==> config.mk <==
export PLATFORM = sky130hd
export DESIGN_NAME = la_mem_test_monitor
export DESIGN_NICKNAME = d
export VERILOG_FILES = /design/src/rtl/mem_mon_pkg.sv /design/src/rtl/la_code_sampler.sv /design/src/rtl/la_mem_test_monitor.sv
export SDC_FILE = /design/constraint.sdc
export NUM_CORES = 1
export LEC_CHECK = 0
export BUFFER_PORTS_ARGS = -buffer_cell sky130_fd_sc_hd__buf_4
export CAP_MARGIN = 20
export CORE_ASPECT_RATIO = 1.1
export CORE_UTILIZATION = 30
export DETAILED_ROUTE_END_ITERATION = 8
export HOLD_SLACK_MARGIN = 0.12
export PLACE_DENSITY_LB_ADDON = 0.12
export SLEW_MARGIN = 5
export SYNTH_ARGS = -nofsm -noshare
export SYNTH_HDL_FRONTEND = slang
export SYNTH_SLANG_ARGS = --single-unit
==> constraint.sdc <==
create_clock -name core_clk -period 2.1 [get_ports core_clk]
set_input_delay 0.105 -clock core_clk [delete_from_list [all_inputs] [get_ports core_clk]]
set_output_delay 0.105 -clock core_clk [all_outputs]
set_load 0.02 [all_outputs]
==> src/rtl/mem_mon_pkg.sv <==
// Shared constants for the LA memory self-test monitor: status codes,
// FSM state encoding and stage encoding.
package mem_mon_pkg;

  localparam int unsigned CODE_W = 16;

  localparam logic [CODE_W-1:0] CODE_WORD_START  = 16'hA040;
  localparam logic [CODE_W-1:0] CODE_WORD_FAIL   = 16'hAB40;
  localparam logic [CODE_W-1:0] CODE_WORD_PASS   = 16'hAB41;
  localparam logic [CODE_W-1:0] CODE_SHORT_START = 16'hA020;
  localparam logic [CODE_W-1:0] CODE_SHORT_FAIL  = 16'hAB20;
  localparam logic [CODE_W-1:0] CODE_SHORT_PASS  = 16'hAB21;
  localparam logic [CODE_W-1:0] CODE_BYTE_START  = 16'hA010;
  localparam logic [CODE_W-1:0] CODE_BYTE_FAIL   = 16'hAB10;
  localparam logic [CODE_W-1:0] CODE_BYTE_PASS   = 16'hAB11;

  typedef enum logic [2:0] {
    ST_IDLE   = 3'd0,
    ST_W_RUN  = 3'd1,
    ST_W_DONE = 3'd2,
    ST_S_RUN  = 3'd3,
    ST_S_DONE = 3'd4,
    ST_B_RUN  = 3'd5,
    ST_PASS   = 3'd6,
    ST_FAIL   = 3'd7
  } state_e;

  typedef enum logic [1:0] {
    STAGE_IDLE  = 2'd0,
    STAGE_WORD  = 2'd1,
    STAGE_SHORT = 2'd2,
    STAGE_BYTE  = 2'd3
  } stage_e;

  // True for any of the nine protocol codes.
  function automatic logic is_recognised(input logic [CODE_W-1:0] code);
    return (code == CODE_WORD_START)  || (code == CODE_WORD_FAIL)  || (code == CODE_WORD_PASS)  ||
           (code == CODE_SHORT_START) || (code == CODE_SHORT_FAIL) || (code == CODE_SHORT_PASS) ||
           (code == CODE_BYTE_START)  || (code == CODE_BYTE_FAIL)  || (code == CODE_BYTE_PASS);
  endfunction

  // Stage a start code opens; STAGE_IDLE for non-start codes.
  function automatic stage_e start_stage(input logic [CODE_W-1:0] code);
    if (code == CODE_WORD_START)  return STAGE_WORD;
    if (code == CODE_SHORT_START) return STAGE_SHORT;
    if (code == CODE_BYTE_START)  return STAGE_BYTE;
    return STAGE_IDLE;
  endfunction

endpackage

==> src/rtl/la_code_sampler.sv <==
// Debounces the status word: a recognised code is accepted once it has been
// stable for STABLE_CYCLES sampled edges and differs from the last accepted code.
module la_code_sampler
  import mem_mon_pkg::*;
#(
  parameter int unsigned STABLE_CYCLES = 2
) (
  input  logic              i_clk,
  input  logic              i_rst_n,
  input  logic              i_clear,
  input  logic [CODE_W-1:0] i_code,
  output logic              o_accept_c,
  output logic [CODE_W-1:0] o_code_c
);

  localparam int unsigned RUN_W = $clog2(STABLE_CYCLES + 1);

  logic [CODE_W-1:0] r_prev;
  logic [CODE_W-1:0] r_last;
  logic [RUN_W-1:0]  r_run;
  logic [RUN_W-1:0]  w_run;

  // Length of the current stable run including this edge, saturating at the threshold.
  always_comb begin
    w_run = RUN_W'(1);
    if (i_code == r_prev) begin
      w_run = (r_run == RUN_W'(STABLE_CYCLES)) ? r_run : r_run + RUN_W'(1);
    end
  end

  assign o_accept_c = !i_clear && (w_run == RUN_W'(STABLE_CYCLES)) &&
                      is_recognised(i_code) && (i_code != r_last);
  assign o_code_c   = i_code;

  // Previous sample, run length and last-accepted code; clear restarts all three.
  always_ff @(posedge i_clk or negedge i_rst_n) begin
    if (!i_rst_n) begin
      r_prev <= '0;
      r_run  <= '0;
      r_last <= '0;
    end else if (i_clear) begin
      r_prev <= '0;
      r_run  <= '0;
      r_last <= '0;
    end else begin
      r_prev <= i_code;
      r_run  <= w_run;
      if (o_accept_c) r_last <= i_code;
    end
  end

endmodule

==> src/rtl/la_mem_test_monitor.sv <==
// Memory self-test checkpoint monitor: tracks word/short/byte phases from the
// firmware status word and keeps sticky pass/fail status.
// Optional timeout supervision is built when MEM_MON_TIMEOUT_EN is defined.
module la_mem_test_monitor
  import mem_mon_pkg::*;
#(
  parameter int unsigned STABLE_CYCLES  = 2,
  parameter int unsigned TIMEOUT_CYCLES = 300000,
  parameter int unsigned CNT_W          = 20
) (
  input  logic              core_clk,
  input  logic              core_rstn,
  input  logic [CODE_W-1:0] checkbits,
  input  logic              clear,
  output logic              event_valid,
  output logic [CODE_W-1:0] event_code,
  output logic [1:0]        stage,
  output logic [2:0]        pass_mask,
  output logic              done,
  output logic              pass,
  output logic              fail,
  output logic              seq_err,
  output logic              timeout,
  output logic [CODE_W-1:0] fail_code
);

  // Left empty on purpose: its presence in the hierarchy flags an illegal parameter set.
  if ((STABLE_CYCLES < 1) || (CNT_W < 64 && 64'(TIMEOUT_CYCLES) >= (64'd1 << CNT_W))) begin : g_cfg_range_violation
  end

  logic              w_accept;
  logic [CODE_W-1:0] w_code;
  logic              w_terminal;
  logic              w_timeout_hit;

  state_e            r_state,      w_state_nxt;
  logic              r_event_valid, w_ev_valid_nxt;
  logic [CODE_W-1:0] r_event_code, w_ev_code_nxt;
  stage_e            r_stage,      w_stage_nxt;
  logic [2:0]        r_pass_mask,  w_pass_mask_nxt;
  logic              r_done,       w_done_nxt;
  logic              r_pass,       w_pass_nxt;
  logic              r_fail,       w_fail_nxt;
  logic              r_seq_err,    w_seq_err_nxt;
  logic              r_timeout,    w_timeout_nxt;
  logic [CODE_W-1:0] r_fail_code,  w_fail_code_nxt;
  logic              w_phase_fail;
  logic              w_is_seq;

  la_code_sampler #(
    .STABLE_CYCLES (STABLE_CYCLES)
  ) u_sampler (
    .i_clk      (core_clk),
    .i_rst_n    (core_rstn),
    .i_clear    (clear),
    .i_code     (checkbits),
    .o_accept_c (w_accept),
    .o_code_c   (w_code)
  );

  assign w_terminal = (r_state == ST_PASS) || (r_state == ST_FAIL);

`ifdef MEM_MON_TIMEOUT_EN
  logic [CNT_W-1:0] r_tcnt;

  // Cycles spent in non-terminal states since reset/clear, saturating at the trip point.
  always_ff @(posedge core_clk or negedge core_rstn) begin
    if (!core_rstn) begin
      r_tcnt <= '0;
    end else if (clear) begin
      r_tcnt <= '0;
    end else if (!w_terminal && (r_tcnt != CNT_W'(TIMEOUT_CYCLES - 1))) begin
      r_tcnt <= r_tcnt + CNT_W'(1);
    end
  end

  assign w_timeout_hit = !w_terminal && (r_tcnt == CNT_W'(TIMEOUT_CYCLES - 1));
`else
  assign w_timeout_hit = 1'b0;
`endif

  // Next state and next status; an accepted event wins over a same-cycle timeout.
  always_comb begin
    w_state_nxt     = r_state;
    w_ev_valid_nxt  = 1'b0;
    w_ev_code_nxt   = r_event_code;
    w_stage_nxt     = r_stage;
    w_pass_mask_nxt = r_pass_mask;
    w_pass_nxt      = r_pass;
    w_fail_nxt      = r_fail;
    w_seq_err_nxt   = r_seq_err;
    w_timeout_nxt   = r_timeout;
    w_fail_code_nxt = r_fail_code;
    w_phase_fail    = 1'b0;
    w_is_seq        = 1'b0;

    if (w_accept) begin
      w_ev_valid_nxt = 1'b1;
      w_ev_code_nxt  = w_code;
      if (!w_terminal) begin
        if (start_stage(w_code) != STAGE_IDLE) w_stage_nxt = start_stage(w_code);
        case (r_state)
          ST_IDLE: begin
            if (w_code == CODE_WORD_START) w_state_nxt = ST_W_RUN;
            else                           w_is_seq    = 1'b1;
          end
          ST_W_RUN: begin
            if (w_code == CODE_WORD_PASS) begin
              w_state_nxt        = ST_W_DONE;
              w_pass_mask_nxt[2] = 1'b1;
            end else if (w_code == CODE_WORD_FAIL) begin
              w_phase_fail = 1'b1;
            end else begin
              w_is_seq = 1'b1;
            end
          end
          ST_W_DONE: begin
            if (w_code == CODE_SHORT_START) w_state_nxt = ST_S_RUN;
            else                            w_is_seq    = 1'b1;
          end
          ST_S_RUN: begin
            if (w_code == CODE_SHORT_PASS) begin
              w_state_nxt        = ST_S_DONE;
              w_pass_mask_nxt[1] = 1'b1;
            end else if (w_code == CODE_SHORT_FAIL) begin
              w_phase_fail = 1'b1;
            end else begin
              w_is_seq = 1'b1;
            end
          end
          ST_S_DONE: begin
            if (w_code == CODE_BYTE_START) w_state_nxt = ST_B_RUN;
            else                           w_is_seq    = 1'b1;
          end
          ST_B_RUN: begin
            if (w_code == CODE_BYTE_PASS) begin
              w_state_nxt        = ST_PASS;
              w_pass_mask_nxt[0] = 1'b1;
              w_pass_nxt         = 1'b1;
            end else if (w_code == CODE_BYTE_FAIL) begin
              w_phase_fail = 1'b1;
            end else begin
              w_is_seq = 1'b1;
            end
          end
          default: w_is_seq = 1'b0;
        endcase
        if (w_phase_fail || w_is_seq) begin
          w_state_nxt     = ST_FAIL;
          w_fail_nxt      = 1'b1;
          w_seq_err_nxt   = w_is_seq;
          w_fail_code_nxt = w_code;
        end
      end
    end else if (w_timeout_hit) begin
      w_state_nxt     = ST_FAIL;
      w_fail_nxt      = 1'b1;
      w_timeout_nxt   = 1'b1;
      w_fail_code_nxt = r_event_code;
    end

    w_done_nxt = r_done || (w_state_nxt == ST_PASS) || (w_state_nxt == ST_FAIL);
  end

  // State and status registers; clear restarts the monitor ahead of any event.
  always_ff @(posedge core_clk or negedge core_rstn) begin
    if (!core_rstn) begin
      r_state       <= ST_IDLE;
      r_event_valid <= 1'b0;
      r_event_code  <= '0;
      r_stage       <= STAGE_IDLE;
      r_pass_mask   <= '0;
      r_done        <= 1'b0;
      r_pass        <= 1'b0;
      r_fail        <= 1'b0;
      r_seq_err     <= 1'b0;
      r_timeout     <= 1'b0;
      r_fail_code   <= '0;
    end else if (clear) begin
      r_state       <= ST_IDLE;
      r_event_valid <= 1'b0;
      r_event_code  <= '0;
      r_stage       <= STAGE_IDLE;
      r_pass_mask   <= '0;
      r_done        <= 1'b0;
      r_pass        <= 1'b0;
      r_fail        <= 1'b0;
      r_seq_err     <= 1'b0;
      r_timeout     <= 1'b0;
      r_fail_code   <= '0;
    end else begin
      r_state       <= w_state_nxt;
      r_event_valid <= w_ev_valid_nxt;
      r_event_code  <= w_ev_code_nxt;
      r_stage       <= w_stage_nxt;
      r_pass_mask   <= w_pass_mask_nxt;
      r_done        <= w_done_nxt;
      r_pass        <= w_pass_nxt;
      r_fail        <= w_fail_nxt;
      r_seq_err     <= w_seq_err_nxt;
      r_timeout     <= w_timeout_nxt;
      r_fail_code   <= w_fail_code_nxt;
    end
  end

  assign event_valid = r_event_valid;
  assign event_code  = r_event_code;
  assign stage       = r_stage;
  assign pass_mask   = r_pass_mask;
  assign done        = r_done;
  assign pass        = r_pass;
  assign fail        = r_fail;
  assign seq_err     = r_seq_err;
  assign timeout     = r_timeout;
  assign fail_code   = r_fail_code;

endmodule

## After elaboration in Yosys (flattened, before gate mapping)

Cells that the tools add are included.

- Flip-flop bits (word level): 63
- Latch bits: 0
- RAM bits: 0
- ROM bits: 0
- Input bits: 19
- Output and inout port bits: 43
- Word-level logic and storage cells: 174
- Memories: 0

- $add $sub $neg: 1
- Multiply operators: 0
- Div/mod/pow operators: 0
- $lt $le $gt $ge: 0
- Equal/unequal tests: 23
- Shift-type cells: 0
- Mux-type cells: 104
- Bitwise operators: 0
- Reduce and logical (&&, ||, !) cells: 32

Operators with widths:

| operator | number |
|---|---|
| $eq A16 B16 Y1 const B | 9 |
| $mux W16 | 7 |
| $mux W1 | 63 |
| $mux W3 | 13 |
| $mux W2 | 18 |
| $reduce_bool A2 Y1 | 10 |
| $eq A3 B3 Y1 const B | 6 |
| $pmux W3 S6 | 1 |
| $eq A16 B16 Y1 | 1 |
| $ne A16 B16 Y1 | 1 |
| $logic_or A1 B1 Y1 | 12 |
| $reduce_and A4 Y1 | 3 |
| $eq A3 B2 Y1 const B | 2 |
| $pmux W1 S6 | 1 |
| $reduce_and A3 Y1 | 2 |
| $eq A2 B2 Y1 const B | 2 |
| $eq A3 B1 Y1 const B | 1 |
| $logic_and A1 B1 Y1 | 3 |
| $logic_not A3 Y1 | 1 |
| $pmux W1 S3 | 1 |
| $add A2 B1 Y2 const B | 1 |
| $ne A2 B2 Y1 const B | 1 |
| $logic_not A1 Y1 | 1 |

## Logic depth before layout (Yosys ltp)

Gate-level depths: netlist of run 1.

- Depth after elaboration: 44
- Depth in mapped cells: 10
- Depth with buffers taken out: 8

## Modules after synthesis

From an unflattened synthesis of run 1, not the netlist that was laid out.

- Cell total of the unflattened synthesis: 367
- Area total of the unflattened synthesis: 3961.3 µm²

Modules (own cells, without submodules):

| module | instances | cells an instance | area each (µm²) | sequential area each (µm²) |
|---|---|---|---|---|
| la_mem_test_monitor | 1 | 208 | 2159.6 | 1101.1 |
| la_code_sampler | 1 | 159 | 1801.7 | 850.8 |

## Least setup slack after synthesis of run 1

Ideal clock, no wire load.

- Path type: input to register
- Start: input port checkbits[11]
- End: register u_sampler.r_last[10]
- Setup time: 119 ps
- Arrival time: 2160 ps
- Data required time: 1981 ps
- Slack: -179 ps
- Cell stages on the path: 9
- Path buffers: 3
- Cell sequence: buf_2 or4_4 a2111oi_2 o2111ai_1 nor4_4 buf_4 nor2_1 clkbuf_1 and2_1

- Longest elaborated chain between the ends: 12
- Elaborated cells on any way between the ends: 25
- Those cells by class: eq/ne (12); mux (1); reduce/logical (12)

RTL lines:

| item | RTL line | source |
|---|---|---|
| from (decl) | la_mem_test_monitor.sv:13 | `input logic [CODE_W-1:0] checkbits,` |
| $eq A16 B16 Y1 | mem_mon_pkg.sv:37 | `return (code == CODE_WORD_START) \|\| (code == CODE_WORD_FAIL) \|\| (code == CODE_WORD_PASS) \|\|` |
| $logic_or A1 B1 Y1 (3 in series) | mem_mon_pkg.sv:37 |  |
| $logic_or A1 B1 Y1 (3 in series) | mem_mon_pkg.sv:38 | `(code == CODE_SHORT_START) \|\| (code == CODE_SHORT_FAIL) \|\| (code == CODE_SHORT_PASS) \|\|` |
| $logic_or A1 B1 Y1 (2 in series) | mem_mon_pkg.sv:39 | `(code == CODE_BYTE_START) \|\| (code == CODE_BYTE_FAIL) \|\| (code == CODE_BYTE_PASS);` |
| $logic_and A1 B1 Y1 | la_code_sampler.sv:31 | `assign o_accept_c = !i_clear && (w_run == RUN_W'(STABLE_CYCLES)) &&` |
| $logic_and A1 B1 Y1 (*) | la_code_sampler.sv:32 | `is_recognised(i_code) && (i_code != r_last);` |
| $reduce_bool A2 Y1 (no source line) (*) | -- |  |
| to (signal assigned) | la_code_sampler.sv:48 | `if (o_accept_c) r_last <= i_code;` |
| to (decl) | la_code_sampler.sv:19 | `logic [CODE_W-1:0] r_last;` |

Mark *: on every way between the ends. The rest lies on a longest branch, timed or not.
A chain may end at the register's enable or synchronous reset.

## Worst setup path after layout of run 1

- Start: register u_sampler.r_prev[8]
- End: register r_seq_err (netlist: seq_err)

- Longest elaborated chain between the ends: 8

RTL lines:

| item | RTL line | source |
|---|---|---|
| from (decl) | la_code_sampler.sv:18 | `logic [CODE_W-1:0] r_prev;` |
| from (signal assigned) | la_code_sampler.sv:46 | `r_prev <= i_code;` |
| $eq A16 B16 Y1 | la_code_sampler.sv:26 | `if (i_code == r_prev) begin` |
| $mux W2 | la_code_sampler.sv:26 |  |
| $eq A2 B2 Y1 | la_code_sampler.sv:31 |  |
| $logic_and A1 B1 Y1 (2 in series) | la_code_sampler.sv:31 |  |
| $logic_and A1 B1 Y1 | la_code_sampler.sv:32 |  |
| $reduce_bool A2 Y1 (no source line) | -- |  |
| $reduce_and A3 Y1 (no source line) | -- |  |
| to (signal assigned) | la_mem_test_monitor.sv:200 | `r_seq_err <= w_seq_err_nxt;` |
| to (decl) | la_mem_test_monitor.sv:44 | `logic r_seq_err, w_seq_err_nxt;` |

No other way between the ends.

==> flow_summary_export.csv, run 1 <==
group,metric,value,unit
timing,slew_violations,0,
timing,layout_setup_ws,-0.158,ns
timing,clock-skew-final,0.00987,ns
power,power.sequential.fraction,50.0,%
critical_path,crit_chain,"xor2_1, nor4_1, nand4_1, buf_6, nor4_4, buf_6, buf_4, a31oi_4, a32o_1",
cts,clk_latency,0.35,ns
timing,hold_slack,0.152,ns
power,p_clk_share,38.9,%
logic_synthesis,yosys-mux-area-fraction,2.33,%
logic_synthesis,synth-adder-area-share,0.416,%
cts,max-clock-path-buffers,2,
critical_path,endpoint_kind,"flop",
critical_path,cp_num_cells,9,
global_route,number_of_global_route_vias_before_repair,2674,
critical_path,crit_path_max_incr_delay,0.37,ns
logic_synthesis,synth.distinct_cells,49,
place,hpwl,6.03,mm
critical_path,endpoint_arrival_time_on_the_critical_path,2.50,ns
logic_synthesis,synth_simple_gate_area_share,22.1,%
logic_synthesis,combinational_family_with_the_most_area_after_synthesis,"simple AND/OR/NAND/NOR gates",
floorplan,number_of_rows_created_at_floorplan,37,
timing,post-route-period-util,108,%
timing,layout_min_cycle_time,2.26,ns
critical_path,regToRegStartpoint,"u_sampler.r_prev[8]$_DFF_PN0_",
layout,layout.filler_cells,916,
floorplan,chipHeight,107,µm
critical_path,worstSetupEndpoint,"seq_err$_DFFE_PN0P_",
layout,post-route-cell-area,4620,µm²
layout,most_common_library_cell_in_the_layout_ignoring_fill_and_taps,"sky130_fd_sc_hd__buf_4",
layout,multiInputGateArea,1550,µm²
timing,finalSetupViolations,31,
place,routabilityCongestion,0.837,
floorplan,floorplan.die.width,97.5,µm
critical_path,critPathKind,"reg2reg",
logic_synthesis,postSynthCellCount,292,
drt,route.detailed.drc,0,
critical_path,timing.critical_path.from,"u_sampler.r_prev[8]$_DFF_PN0_",
run_status,status,"finished, violations left",
logic_synthesis,netlist_area,3010,µm²
cts,path_clk_slew,0.07,ns
logic_synthesis,yosysSeqAreaShare,51.6,%
drt,wl,8.98,mm
power,vdd_ir_drop_max,0.267,mV
critical_path,crit_path_frequent_cell,"sky130_fd_sc_hd__buf_6",
critical_path,critical_path.startpoint_type,"flop",
critical_path,crit_buf_inv,3,
critical_path,top_family_by_delay_on_critical_path,"simple AND/OR/NAND/NOR gates",
logic_synthesis,post_synth_arst_share,100,%
power,p_leak,2.20,nW
drt,route.antenna.remaining_nets,0,
layout,register_area,1550,µm²
timing,rsz0062_at_grt,"yes",
cts,htreeDepth,3,
drt,drt_iter0_markers,142,
layout,finish.cell_count_without_fillers,548,
global_route,antenna_violations_before_repair,0,
logic_synthesis,synth_seq_cells,62,
timing,slew_headroom,46.8,%
critical_path,worst-r2r-cell-count,9,
critical_path,crit_required,2.34,ns
worst_hold_path,worstHoldPathType,"in2reg",
critical_path,crit_fanout,8,
layout,post-route-util,48.5,%
place,placed_area,3990,µm²
layout,layout.cells.most_common_list,"120 x sky130_fd_sc_hd__buf_4, 62 x sky130_fd_sc_hd__dfrtp_1, 22 x sky130_fd_sc_hd__nor2_1",
cts,clock-sinks,62,
critical_path,crit_path_top_delay_cell,"sky130_fd_sc_hd__dfrtp_1",
floorplan,start_util,31.6,%
place,portBuffers,60,
logic_synthesis,syn-num-nets,312,
logic_synthesis,synth_edf_count,0,
power,share_of_total_power_in_combinational_logic,11.1,%
drt,viasPerCell,4.85,
layout,num_antenna_cells,0,
drt,via_count,2656,
power,power.share.switching,25.6,%
global_route,grt_max_degree,63,
logic_synthesis,ys_dominant_reg_cell,"sky130_fd_sc_hd__dfrtp_1",
run,timing.max_cap.violations,0,
layout,area_growth_syn_to_layout,53.6,%
run_status,violations_in_the_final_reports,"negative setup slack",
global_route,grt_pass1_wl,14.2,mm
floorplan,fp.coreArea,9540,µm²
global_route,gr-usage-all-layers,17.8,%
power,power_density,527,nW/µm²
logic_synthesis,synth_area_per_cell,10.3,µm²
logic_synthesis,synth_compound_area_share,9.65,%
drt,drt_pass1_iterations,4,
floorplan,num_io_pins,62,
place,dpl_worst_slack,-0.409,ns
layout,post_route_cells_drive_above_1_share,42.2,%
layout,num-nets-final,447,
power,power.net_switching,0.622,mW
global_route,grt-ovfl-total,0,
logic_synthesis,xor_xnor_portion_of_the_synthesized_cell_area,9.60,%
timing,max_slew.worst_pin.slew,0.797,ns
cts,numCtsBuffers,9,
drt,routedWlPerCell,16.4,µm
cts,root_buffer,"sky130_fd_sc_hd__clkbuf_8",
cts,cts_tree,"done",
power,p_int,1.81,mW
critical_path,timing.rr.end,"seq_err$_DFFE_PN0P_",
floorplan,die_area,10400,µm²
timing,maxClockFrequency,443,MHz
critical_path,setup.reg_to_reg.worst_slack,-0.16,ns
timing,hold_violations,0,
place,place.detailed.instances,507,
logic_synthesis,synthesis.yosys.warnings,0,
## how the worst min path moves through the flow
stage,start,endpoint,slack (ns),cells after the start
after floorplan,core_rstn,done$_DFF_PN0_,-0.19,0
after global placement,core_rstn,u_sampler.r_last[3]$_DFFE_PN0P_,0.25,1
after detailed placement,core_rstn,u_sampler.r_last[1]$_DFFE_PN0P_,0.25,1
after CTS,checkbits[9],u_sampler.r_prev[9]$_DFF_PN0_,0.15,3
after global routing,checkbits[9],u_sampler.r_prev[9]$_DFF_PN0_,0.15,3
final,checkbits[9],u_sampler.r_prev[9]$_DFF_PN0_,0.15,3
## kinds of logic after synthesis
kind of cell,Yosys count
buffers and inverters,30
multiplexers,7
XOR/XNOR,33
AO/OA/AOI/OAI,41
AND/OR/NAND/NOR,117
adder cells (fa/ha/maj),1
flip-flops,62
other,1
## metal layers
metal / vias to the layer above / wire length, µm / global-route usage [%] / part of all wire, %
met2: 76 / 4160 / 27.1 / 46
li1: 1265 / - / - / -
met1: 1301 / 4210 / 24.0 / 47
met4: 0 / 210 / 8.40 / 2.3
met3: 14 / 395 / 4.04 / 4.4
met5: - / 0 / 0 / 0
## worst register-to-register path, stage by stage (launching register included)
cell	delay, ns
sky130_fd_sc_hd__dfrtp_1	0.37
sky130_fd_sc_hd__xor2_1	0.15
sky130_fd_sc_hd__nor4_1	0.31
sky130_fd_sc_hd__nand4_1	0.15
sky130_fd_sc_hd__buf_6	0.16
sky130_fd_sc_hd__nor4_4	0.33
sky130_fd_sc_hd__buf_6	0.18
sky130_fd_sc_hd__buf_4	0.13
sky130_fd_sc_hd__a31oi_4	0.13
sky130_fd_sc_hd__a32o_1	0.24
## sequential cells by signal, summed over array words and instances (netlist names)
| register | cells |
|---|---|
| u_sampler.r_prev | 16 |
| done | 1 |
| r_state | 3 |
| seq_err | 1 |
| u_sampler.r_run | 2 |
| stage | 2 |
| fail_code | 16 |
| fail | 1 |
| pass_mask | 3 |
| event_valid | 1 |
| u_sampler.r_last | 16 |
## cell type report
class                   count  share of cell area [%]
clock inverters             4                   0.487
clock buffers              11                    3.28
inverters                  11                   0.894
multi-input cells         200                    33.6
flip-flops and latches     62                    33.6
repair buffers            143                    25.0
well taps                 117                    3.17
## per-stage QoR
step	TNS, ns	power (mW)
floorplan	-0.455	1.35
global placement	-10.20	1.48
detailed placement	-10.54	1.48
CTS	-2.66	2.46
global route	-6.73	2.56
finish	-2.63	2.43
## cell usage after synthesis (all sizes together), types with 5 or more instances
| library cell | count | area (µm²) |
|---|---|---|
| a21oi | 8 | 40.0 |
| and2 | 14 | 87.6 |
| buf | 6 | 37.5 |
| clkbuf | 13 | 48.8 |
| dfrtp | 62 | 1550 |
| inv | 11 | 41.3 |
| mux2i | 7 | 70.1 |
| nand2 | 18 | 67.6 |
| nand2b | 5 | 31.3 |
| nand3 | 6 | 35.0 |
| nand4 | 6 | 37.5 |
| nor2 | 24 | 90.1 |
| nor2b | 16 | 100 |
| nor4 | 9 | 71.3 |
| o21ai | 11 | 55.1 |
| xnor2 | 16 | 140 |
| xor2 | 17 | 149 |
## what timing repair did
item | in CTS | in global routing
hold buffers | 11 | 0
gates cloned | 0 | 1
pin swaps | 22 | 16
gates resized for setup | 24 | 25
setup buffers | 5 | 13
endpoints found under the hold margin | 73 | 0
endpoints found under the setup margin | 43 | 42
## power by group through the flow
stage / sequential (mW) / combinational (mW) / clock, mW
global route: 1.22 / 0.294 / 1.05
detailed placement: 1.24 / 0.240 / 0
global placement: 1.24 / 0.241 / 0
floorplan: 1.24 / 0.107 / 0
CTS: 1.22 / 0.264 / 0.976
finish: 1.22 / 0.269 / 0.947
Power figures use the tool's default switching activity.
==> run 2: changes to the inputs <==
ABC_AREA = 1   (was unset)
==> run 2 against run 1 <==
The flow now finishes without violations. Hold slack gained 0.014 ns. Clock skew is 0.0062 ns lower. First-iteration DRC count fell by 46%. Maximum frequency grew 12%. Register-to-register slack improved by 0.40 ns. Cell area is 0.22% higher. Combinational power increased by 14%. Setup slack improved by 0.24 ns. Critical path type is now in2reg. Largest cell class is now flip-flops and latches. Largest power group is now clock.
==> flow_summary_export.csv, run 2 <==
group,metric,value,unit
cts,clock-sinks,62,
power,power_density,693,nW/µm²
logic_synthesis,synth.largest_area_cell,"sky130_fd_sc_hd__dfrtp_1",
drt,routedWlPerCell,13.0,µm
run_status,status,"completed",
critical_path,setup.reg_to_reg.worst_slack,0.24,ns
worst_hold_path,timing.hold.worst_endpoint,"u_sampler.r_prev[11]$_DFF_PN0_",
timing,clock-skew-final,0.00362,ns
floorplan,die_area,11200,µm²
logic_synthesis,post-synth-top-area-fraction,47.9,%
layout,num_antenna_cells,0,
drt,viasPerCell,4.31,
logic_synthesis,post-synth-top-count-cell,"sky130_fd_sc_hd__nand2_1",
timing,maxClockFrequency,496,MHz
global_route,number_of_global_route_vias_before_repair,2862,
power,vdd_ir_drop_max,0.425,mV
critical_path,endpoint_arrival_time_on_the_critical_path,2.23,ns
layout,layout.cells.most_common_list,"126 x sky130_fd_sc_hd__nand2_1, 75 x sky130_fd_sc_hd__buf_4, 64 x sky130_fd_sc_hd__inv_1",
global_route,gr-usage-all-layers,16.6,%
floorplan,chipHeight,111,µm
layout,finish.cell_count_without_fillers,681,
global_route,grt-ovfl-total,0,
critical_path,timing.rr.end,"fail_code[4]$_DFFE_PN0P_",
timing,layout_min_cycle_time,2.02,ns
timing,setup_tns,0,ns
floorplan,fp.coreArea,10400,µm²
place,placed_area,3860,µm²
logic_synthesis,ys_dominant_reg_cell,"sky130_fd_sc_hd__dfrtp_1",
global_route,grt_max_degree,63,
drt,route.detailed.drc,0,
floorplan,num_io_pins,62,
floorplan,start_util,31.0,%
logic_synthesis,netlist_area,3240,µm²
cts,htreeDepth,3,
logic_synthesis,yosysSeqAreaShare,47.9,%
place,dpl_worst_slack,0.0939,ns
logic_synthesis,synth_area_per_cell,7.44,µm²
timing,slew_violations,0,
layout,post-route-util,44.3,%
place,hpwl,6.19,mm
logic_synthesis,synth.distinct_cells,31,
drt,route.antenna.remaining_nets,0,
drt,wl,8.87,mm
critical_path,regToRegStartpoint,"r_state[0]$_DFF_PN0_",
logic_synthesis,synth_edf_count,0,
timing,finalSetupViolations,0,
timing,slew_headroom,46.6,%
logic_synthesis,syn-num-nets,455,
place,routabilityCongestion,0.813,
worst_hold_path,hold_path.startpoint,"checkbits[11]",
logic_synthesis,synth_seq_cells,62,
drt,via_count,2936,
place,portBuffers,60,
critical_path,endpoint_kind,"flop",
cts,numCtsBuffers,9,
timing,max_slew.worst_pin.slew,0.801,ns
floorplan,floorplan.die.width,101,µm
timing,post-route-period-util,96.0,%
logic_synthesis,post_synth_arst_share,100,%
layout,area_growth_syn_to_layout,43.1,%
logic_synthesis,synth_area_leaders,"sky130_fd_sc_hd__dfrtp_1 48%, sky130_fd_sc_hd__nand2_1 16%, sky130_fd_sc_hd__nor2_1 7.8%",
logic_synthesis,synth_cell_count_leaders,"136 x sky130_fd_sc_hd__nand2_1, 67 x sky130_fd_sc_hd__nor2_1, 64 x sky130_fd_sc_hd__inv_1",
cts,cts_tree,"done",
critical_path,crit_fanout,5,
global_route,antenna_violations_before_repair,0,
critical_path,critPathKind,"in2reg",
logic_synthesis,synthesis.yosys.warnings,0,
layout,post_route_cells_drive_above_1_share,28.6,%
layout,num-nets-final,553,
floorplan,number_of_rows_created_at_floorplan,39,
cts,max-clock-path-buffers,2,
worst_hold_path,worstHoldPathType,"in2reg",
power,p_leak,2.35,nW
global_route,grt_pass1_wl,14.1,mm
layout,post-route-cell-area,4630,µm²
logic_synthesis,postSynthCellCount,435,
place,place.detailed.instances,637,
critical_path,critical_path.startpoint_type,"primary input",
drt,drt_iter0_markers,77,
worst_hold_path,min_path_cells,3,
cts,root_buffer,"sky130_fd_sc_hd__clkbuf_16",
critical_path,crit_required,2.31,ns
cts,clk_latency,0.33,ns
drt,drt_pass1_iterations,4,
critical_path,worst-r2r-cell-count,10,
layout,most_common_library_cell_in_the_layout_ignoring_fill_and_taps,"sky130_fd_sc_hd__nand2_1",
timing,hold_violations,0,
timing,layout_setup_ws,0.0838,ns
cts,path_clk_slew,0.06,ns
run,timing.max_cap.violations,0,
run 2: cell count changes in the layout (fill, tap and decap cells not counted), moves of 16 or more:
| cell | previous run | this run |
|---|---|---|
| sky130_fd_sc_hd__buf_4 | 120 | 75 |
| sky130_fd_sc_hd__inv_1 | 11 | 64 |
| sky130_fd_sc_hd__nand2_1 | 16 | 126 |
| sky130_fd_sc_hd__nor2_1 | 22 | 58 |
| sky130_fd_sc_hd__nor2b_1 | 16 | 0 |
| sky130_fd_sc_hd__xor2_1 | 17 | 1 |
run 2: cell type report:
cell class / instances / area (µm²)
timing repair buffer: 94 / 759
clock buffer: 10 / 239
sequential: 62 / 1550
multi-input combinational: 293 / 1530
clock inverter: 6 / 92.6
inverter: 73 / 277
fill: 1108 / 5810
tap: 143 / 179
run 2: worst max-delay path by stage:
stage | slack [ns] | startpoint | endpoint
after global placement | 0.06 | checkbits[12] | fail_code[0]$_DFFE_PN0P_
after global routing | -0.04 | checkbits[5] | r_state[1]$_DFF_PN0_
after detailed placement | 0.09 | checkbits[12] | fail_code[0]$_DFFE_PN0P_
after floorplan | 0.46 | r_state[1]$_DFF_PN0_ | fail$_DFFE_PN0P_
after CTS | 0.02 | checkbits[5] | fail_code[0]$_DFFE_PN0P_
final | 0.08 | checkbits[5] | fail_code[4]$_DFFE_PN0P_
run 2: what timing repair did:
action | CTS | global route
hold buffers | 17 | 2
endpoints found under the setup margin | 0 | 41
gates resized for setup | 0 | 45
hold endpoints to repair | 78 | 2
setup buffers | 0 | 10
run 2: report_power, final:
group          internal [mW]  switching, mW
clock network           1.08          0.578
registers               1.22         0.0195
logic                  0.122          0.185
run 2: metal layers:
metal	wire (µm)	vias up	GRT usage (%)
met3	326	9	3.85
li1	-	1505	-
met1	4070	1366	21.6
met2	4350	56	26.9
met4	122	0	5.70
met5	0	-	0
run 2: metrics by stage:
step | power, mW | hold slack, ns
floorplan | 1.41 | -0.191
global placement | 1.53 | 0.269
detailed placement | 1.53 | 0.265
CTS | 3.23 | 0.138
global route | 3.36 | 0.177
finish | 3.21 | 0.166
run 2: kinds of logic after synthesis:
| kind of cell | Yosys count | synth area share [%] |
|---|---|---|
| buffers and inverters | 81 | 10.2 |
| xor gates and xnor gates | 9 | 2.44 |
| AOI/OAI and AO/OA | 23 | 3.98 |
| and+or+nand+nor | 258 | 34.9 |
| other | 1 | 0.116 |
| DFF | 62 | 47.9 |
| adders and majority gates | 1 | 0.386 |
run 2: worst max-delay path: stages:
cell                            delay [ns]
sky130_fd_sc_hd__buf_4                0.11
sky130_fd_sc_hd__dlygate4sd3_1        0.57
sky130_fd_sc_hd__inv_2                0.06
sky130_fd_sc_hd__nor2_2               0.09
sky130_fd_sc_hd__nand2_2              0.10
sky130_fd_sc_hd__nor2_4               0.17
sky130_fd_sc_hd__nand2_1              0.11
sky130_fd_sc_hd__nand3_2              0.13
sky130_fd_sc_hd__nand3_4              0.09
sky130_fd_sc_hd__nor3_4               0.26
sky130_fd_sc_hd__buf_4                0.16
sky130_fd_sc_hd__inv_1                0.07
sky130_fd_sc_hd__nand2_4              0.11
sky130_fd_sc_hd__o21ai_1              0.07
